<file path="src/rtl/hub_port.sv">
// hub_port: one cog's port onto the shared hub bus.
// A request is latched in IDLE, presented on the bus during this
// cog's slot (ISSUE), and completed by the hub acknowledge (WAIT).
//
// Ports
//   clk_cog, nres            clock, synchronous active-low reset
//   ena_bus, bus_sel         hub window strobe, this cog's slot
//   req, op_w, op_load,      request and its operands
//   op_s, op_a, op_d
//   busy, done, err          status (done/err are 1-clock pulses)
//   rsp_q, rsp_c             captured hub data / flag
//   bus_r/e/w/s/a/d          hub request lines (wired-OR, 0 unless driving)
//   bus_q, bus_c, bus_ack    hub response
//
// Optional: define HUB_PORT_TIMEOUT_EN to abort WAIT after TIMEOUT
// ena_bus pulses without an acknowledge (err and done pulse together).

module hub_port #(
    parameter int TIMEOUT = 64
) (
    input  logic        clk_cog,
    input  logic        nres,
    input  logic        ena_bus,
    input  logic        bus_sel,
    input  logic        req,
    input  logic        op_w,
    input  logic        op_load,
    input  logic [1:0]  op_s,
    input  logic [15:0] op_a,
    input  logic [31:0] op_d,
    output logic        busy,
    output logic        done,
    output logic        err,
    output logic [31:0] rsp_q,
    output logic        rsp_c,
    output logic        bus_r,
    output logic        bus_e,
    output logic        bus_w,
    output logic [1:0]  bus_s,
    output logic [15:0] bus_a,
    output logic [31:0] bus_d,
    input  logic [31:0] bus_q,
    input  logic        bus_c,
    input  logic        bus_ack
);

    typedef enum logic [1:0] {
        IDLE,
        ISSUE,
        WAIT
    } state_t;

    state_t      state_q, state_d;
    logic        busy_q, busy_d;
    logic        done_q, done_d;
    logic [31:0] rsp_q_q, rsp_q_d;
    logic        rsp_c_q, rsp_c_d;

    logic        w_q, w_d;
    logic        load_q, load_d;
    logic [1:0]  s_q, s_d;
    logic [15:0] a_q, a_d;
    logic [31:0] d_q, d_d;

    logic        accept;
    logic        xfer;
    logic        ack_ok;
    logic        expire;
    logic        drive;

    // A request seen during the done pulse is left for the next clock.
    assign accept = (state_q == IDLE) && req && !done_q;
    assign xfer   = (state_q == ISSUE) && ena_bus && bus_sel;
    assign ack_ok = (state_q == WAIT) && ena_bus && bus_ack;

`ifdef HUB_PORT_TIMEOUT_EN
    localparam int CW = $clog2(TIMEOUT + 1);

    logic [CW-1:0] cnt_q, cnt_d;
    logic          err_q, err_d;

    // Fires on the TIMEOUT-th window in WAIT; an ack on that window wins.
    assign expire = (state_q == WAIT) && ena_bus && !bus_ack
                    && (cnt_q == CW'(TIMEOUT - 1));

    always_comb begin
        cnt_d = cnt_q;
        err_d = 1'b0;
        if (xfer) begin
            cnt_d = '0;
        end else if ((state_q == WAIT) && ena_bus) begin
            cnt_d = cnt_q + CW'(1);
        end
        if (expire) begin
            err_d = 1'b1;
        end
    end

    always_ff @(posedge clk_cog) begin
        if (!nres) begin
            cnt_q <= '0;
            err_q <= 1'b0;
        end else begin
            cnt_q <= cnt_d;
            err_q <= err_d;
        end
    end

    assign err = err_q;
`else
    logic [31:0] timeout_unused;

    assign timeout_unused = TIMEOUT;
    assign expire         = 1'b0;
    assign err            = 1'b0;
`endif

    always_comb begin
        state_d = state_q;
        busy_d  = busy_q;
        done_d  = 1'b0;
        rsp_q_d = rsp_q_q;
        rsp_c_d = rsp_c_q;
        w_d     = w_q;
        load_d  = load_q;
        s_d     = s_q;
        a_d     = a_q;
        d_d     = d_q;
        unique case (state_q)
            IDLE: begin
                if (accept) begin
                    w_d     = op_w;
                    load_d  = op_load;
                    s_d     = op_s;
                    a_d     = op_a;
                    d_d     = op_d;
                    busy_d  = 1'b1;
                    state_d = ISSUE;
                end
            end
            ISSUE: begin
                if (xfer) begin
                    state_d = WAIT;
                end
            end
            WAIT: begin
                if (ack_ok) begin
                    rsp_q_d = bus_q;
                    rsp_c_d = bus_c;
                    done_d  = 1'b1;
                    busy_d  = 1'b0;
                    state_d = IDLE;
                end else if (expire) begin
                    rsp_q_d = 32'h0;
                    rsp_c_d = 1'b0;
                    done_d  = 1'b1;
                    busy_d  = 1'b0;
                    state_d = IDLE;
                end
            end
            default: begin
                state_d = IDLE;
                busy_d  = 1'b0;
            end
        endcase
    end

    always_ff @(posedge clk_cog) begin
        if (!nres) begin
            state_q <= IDLE;
            busy_q  <= 1'b0;
            done_q  <= 1'b0;
            rsp_q_q <= 32'h0;
            rsp_c_q <= 1'b0;
            w_q     <= 1'b0;
            load_q  <= 1'b0;
            s_q     <= 2'b00;
            a_q     <= 16'h0;
            d_q     <= 32'h0;
        end else begin
            state_q <= state_d;
            busy_q  <= busy_d;
            done_q  <= done_d;
            rsp_q_q <= rsp_q_d;
            rsp_c_q <= rsp_c_d;
            w_q     <= w_d;
            load_q  <= load_d;
            s_q     <= s_d;
            a_q     <= a_d;
            d_q     <= d_d;
        end
    end

    // Lines are wired-OR with other cogs, so stay zero off-slot.
    // Size 2'b11 is a system op and never writes.
    assign drive = (state_q == ISSUE) && bus_sel;
    assign bus_e = drive;
    assign bus_w = drive && w_q && (s_q != 2'b11);
    assign bus_r = drive && !load_q;
    assign bus_s = drive ? s_q : 2'b00;
    assign bus_a = drive ? a_q : 16'h0;
    assign bus_d = drive ? d_q : 32'h0;

    assign busy  = busy_q;
    assign done  = done_q;
    assign rsp_q = rsp_q_q;
    assign rsp_c = rsp_c_q;

endmodule

</file>
<file path="config.mk">
export PLATFORM = sky130hd
export DESIGN_NAME = hub_port
export DESIGN_NICKNAME = d
export VERILOG_FILES = /design/src/rtl/hub_port.sv
export SDC_FILE = /design/constraint.sdc
export NUM_CORES = 1
export LEC_CHECK = 0
export ABC_CLOCK_PERIOD_IN_PS = 2300
export BUFFER_PORTS_ARGS = -buffer_cell sky130_fd_sc_hd__buf_2
export CAP_MARGIN = 20
export CORE_MARGIN = 1
export CORE_UTILIZATION = 49
export CTS_BUF_LIST = sky130_fd_sc_hd__clkbuf_2 sky130_fd_sc_hd__clkbuf_4 sky130_fd_sc_hd__clkbuf_8
export DETAILED_ROUTE_END_ITERATION = 7
export HOLD_SLACK_MARGIN = 0.12
export PLACE_DENSITY = 0.83
export SYNTH_ARGS = -nofsm -noshare
export SYNTH_HDL_FRONTEND = slang
export SYNTH_SLANG_ARGS = --single-unit
</file>
<file path="constraint.sdc">
create_clock -name clk_cog -period 2.3 [get_ports clk_cog]
set_input_delay 0.23 -clock clk_cog [delete_from_list [all_inputs] [get_ports clk_cog]]
set_output_delay 0.23 -clock clk_cog [all_outputs]
set_load 0.01 [all_outputs]
</file>
# After elaboration in Yosys (flattened, before gate mapping)
# Cells that the tools add are included.
# classes
n_eq_ne,6
mux,11
bitwise_logic,1
n_reduce_logical,18
# ops
cell,count
$mux 32,1
$mux 16,1
$logic_and 1x1->1,10
$mux 2,4
$ne 2x2->1 const B,4
$pmux 2 s3,1
$reduce_and 2->1,3
$reduce_and 3->1,2
$mux 1,3
$pmux 1 s3,1
$eq 2x1->1 const B,1
$eq 2x2->1 const B,1
$logic_not 1->1,2
$logic_not 2->1,1
$not 1->1,1
# word_totals
reg_bits,89
output_inout_bits,89
elab_cells,46

# Longest topological paths before layout
# depth
word_depth,5
ltp_mapped,6

# Worst setup path after synthesis
# OpenSTA, ideal clock, no wires.
# synth_timing
kind,register to output
from,register state_q[0]
to,output port bus_a[0]
t_arrival_ps,1160
required_time_ps,2070
path_slack_ps,910
stages_incl_launch_ff,4
path_buffers,1
cell_sequence,dfxtp_1 > nor2b_1 > clkbuf_1 > and3_1
# synth_via
elab_chain_len,3
# synth_rtl
item,line,rtl
from (decl),53,"state_t state_q, state_d;"
from (signal assigned),181,state_q <= state_d;
$eq 2x1->1,196,assign drive = (state_q == ISSUE) && bus_sel;
$logic_and 1x1->1,196,
$mux 16,201,assign bus_a = drive ? a_q : 16'h0;
to (decl),40,"output logic [15:0] bus_a,"
# No other way between the ends.

# Worst setup path after layout
# layout_timing
from,register state_q[0]
to,output port bus_d[15]
# layout_via
elab_chain_len,3
# layout_rtl
item,line,rtl
$eq 2x1->1,196,
$logic_and 1x1->1,196,
$mux 32,202,assign bus_d = drive ? d_q : 32'h0;
to (decl),41,"output logic [31:0] bus_d,"
# No other way between the ends.

==> results_dict.tcl <==
set metrics [dict create \
    dieArea_mm2 0.007933 \
    htreeDepth 3 \
    dpl_cell_area_mm2 0.004502 \
    path_class "reg -> out" \
    antenna_cells 0 \
    grt_max_degree 84 \
    drv_cap 0 \
    finish.instance_area_mm2 0.005244 \
    crit_fanout 35 \
    crit_family "flip-flops" \
    drc 0 \
    start_util_pct 50.94 \
    hpwl_mm 6.243 \
    finalNonFillerCells 769 \
    yosysTopAreaCell "dfxtp_1" \
    crit_required_ps 2070 \
    synthArstFlopShare_pct 0 \
    vdd_drop_max_v 0.0003853 \
    synth_seq_area_share_pct 47.96 \
    synth_edf_count 0 \
    port_buffers 178 \
    gp_congestion 0.7733 \
    tightest_slew_ps 632.4 \
    dr.pass1.iters 5 \
    finalSetupViolations 0 \
    grt-ovfl-total 0 \
    avgSynthCellArea_um2 7.989 \
    timing.final.crit_period_ps 1907 \
    tns_ps 0 \
    tritoncts "built" \
    synth_area_mm2 0.003715 \
    yosys.cell_count.top_type "dfxtp_1" \
    synth_top_cells_by_count "dfxtp_1 (89), nand2_1 (87), nand3_1 (86)" \
    yosys_register_bits 89 \
    wirelength_mm 10.17 \
    fin_skew_ps 8.363 \
    hold_violations 0 \
    num_io_pins 180 \
    fp-row-count 31 \
    drt_iter0_drc 199 \
    cts_max_path_buffers 2 \
    path_buf_inv 2 \
    fin_nets 758 \
    syn_nets 556 \
    synthFlopType "dfxtp_1" \
    grt_first_pass_wirelength_mm 14.81 \
    min_path_type "in -> reg" \
    die_y_um 89.07 \
    area_growth_pct 41.16 \
    cts_buffers 9 \
    routed_via_density 5.098 \
    post_cts_buffers 0 \
    clock_sinks 89 \
    die_w_um 89.07 \
    cellPowerDensity_mw_per_mm2 606.1 \
    finalPower_w 0.003178 \
    critPathLaunchType "flop" \
    fmax_ghz 0.5244 \
    grt_pass1_vias 3552 \
    clkTransAtPathRegs_ps 80 \
    synth_top_area_share_pct 47.96 \
    period_share_pct 82.91 \
    ys_warn_count 0 \
    relSlewSlack_pct 57.84 \
    power_leakage_nw 2.613 \
    cp_cell_sequence "nor2b_2, buf_4, and3_1, buf_2" \
    antenna_found_initial 0 \
    drive_above_1_share_pct 30.30 \
    track_usage_pct 23.88 \
    cts_root_buf "clkbuf_8" \
    slowest_stage "dfxtp_1" \
    worstPathArrival_ps 1680 \
    worst_setup_path_end_kind "output port" \
    ant_nets 0 \
    place_ws_ps 661.6 \
    synthTopCellsByArea "dfxtp_1 (48%), nand3_1 (12%), nand2_1 (8.8%)" \
    route.vias.total 3920 \
    rsz0062_at_grt "false" \
    coreArea_mm2 0.007292 \
    status "complete, no violations" \
    final_max_slew_viol_count 0 \
    clk_latency_ps 340 \
    synthCells 465 \
    slowest_delay_ps 460 \
    place_inst 701 \
    wl_per_cell_um 13.22 \
    yosysUniqueCellTypes 24 \
    timing.final.ws_setup_ps 393.0 \
]
-- metal layers --
metal	vias to the layer above	wire, um	global-route usage [%]
met5	-	0	0
met3	13	738	5.817
met4	0	142	9.380
li1	1988	-	-
met1	1750	4194	24.89
met2	169	5094	45.94
-- cell usage in the layout, fill, tap and decap left out --
cell	Yosys	final
clkbuf_8	0	9
o21ai_1	22	22
buf_12	5	2
o22ai_1	1	1
conb_1	1	1
nor2_1	4	4
a21oi_1	1	1
and3_1	51	51
nand2_1	87	87
nor2b_1	2	1
buf_2	6	177
buf_4	7	8
nor2b_2	0	1
a32oi_1	1	1
clkbuf_4	0	1
dfxtp_1	89	89
bufinv_16	0	2
nor3_1	2	2
clkinv_2	0	2
o21ai_0	64	64
nor4b_4	1	1
nand3_1	86	86
dlygate4sd3_1	0	54
nand4b_1	1	1
inv_1	2	2
-- cell families after synthesis --
logic type	share of synthesized area, %
simple gates	30.85
compound gates	12.13
flops	47.96
buf+inv	8.959
other cells	0.1009
-- worst paths after layout --
check / start / slack (ps) / end / cells after the start
worst max-delay path: state_q[0] / 390 / bus_d[15] / 4
worst min-delay path: bus_c / 130 / rsp_c / 3
worst max register to register: state_q[1] / 640 / d_q[27] / 3
worst min register to register: a_q[13] / 440 / a_q[13] / 2
-- flip-flops by register name, indices dropped and copies added (netlist names) --
name and flops:
busy 1, state_q 2, d_q 32, done 1, rsp_q 32, rsp_c 1, a_q 16, w_q 1
load_q 1, s_q 2
-- worst reg2reg max path, stage by stage, from the launching register on --
cell and delay, ps:
dfxtp_1 410, nor4b_4 320, buf_4 560, o21ai_0 230
-- final cells by class --
type / count / area [um2]
sequential: 89 / 1782
fill: 602 / 2048
timing repair buffer: 241 / 1526
multi-input combinational: 324 / 1603
clock inverter: 4 / 70.07
clock buffer: 10 / 131.4
inverter: 2 / 7.507
tap: 99 / 123.9
-- power by group --
part / internal (W) / total [W] / switching (W) / leakage, nW
clock: 0.000609 / 0.00111 / 0.000502 / 0.105
combinational: 0.000201 / 0.000423 / 0.000222 / 1.78
sequential: 0.00161 / 0.00164 / 0.0000349 / 0.726
total: 0.00242 / 0.00318 / 0.000759 / 2.61
-- metrics by stage --
stage,hold slack (ps),utilization [%]
finish,130.4,71.91
CTS,120.2,71.91
floorplan,360.4,-
global placement,431.5,61.74
detailed placement,436.3,61.74
global route,129.0,71.91
-- what timing repair did --
action	in CTS	in global routing
hold buffers	54	0
endpoints found under the hold margin	54	0
gates resized for setup	0	0
Power figures use the tool's default switching activity.
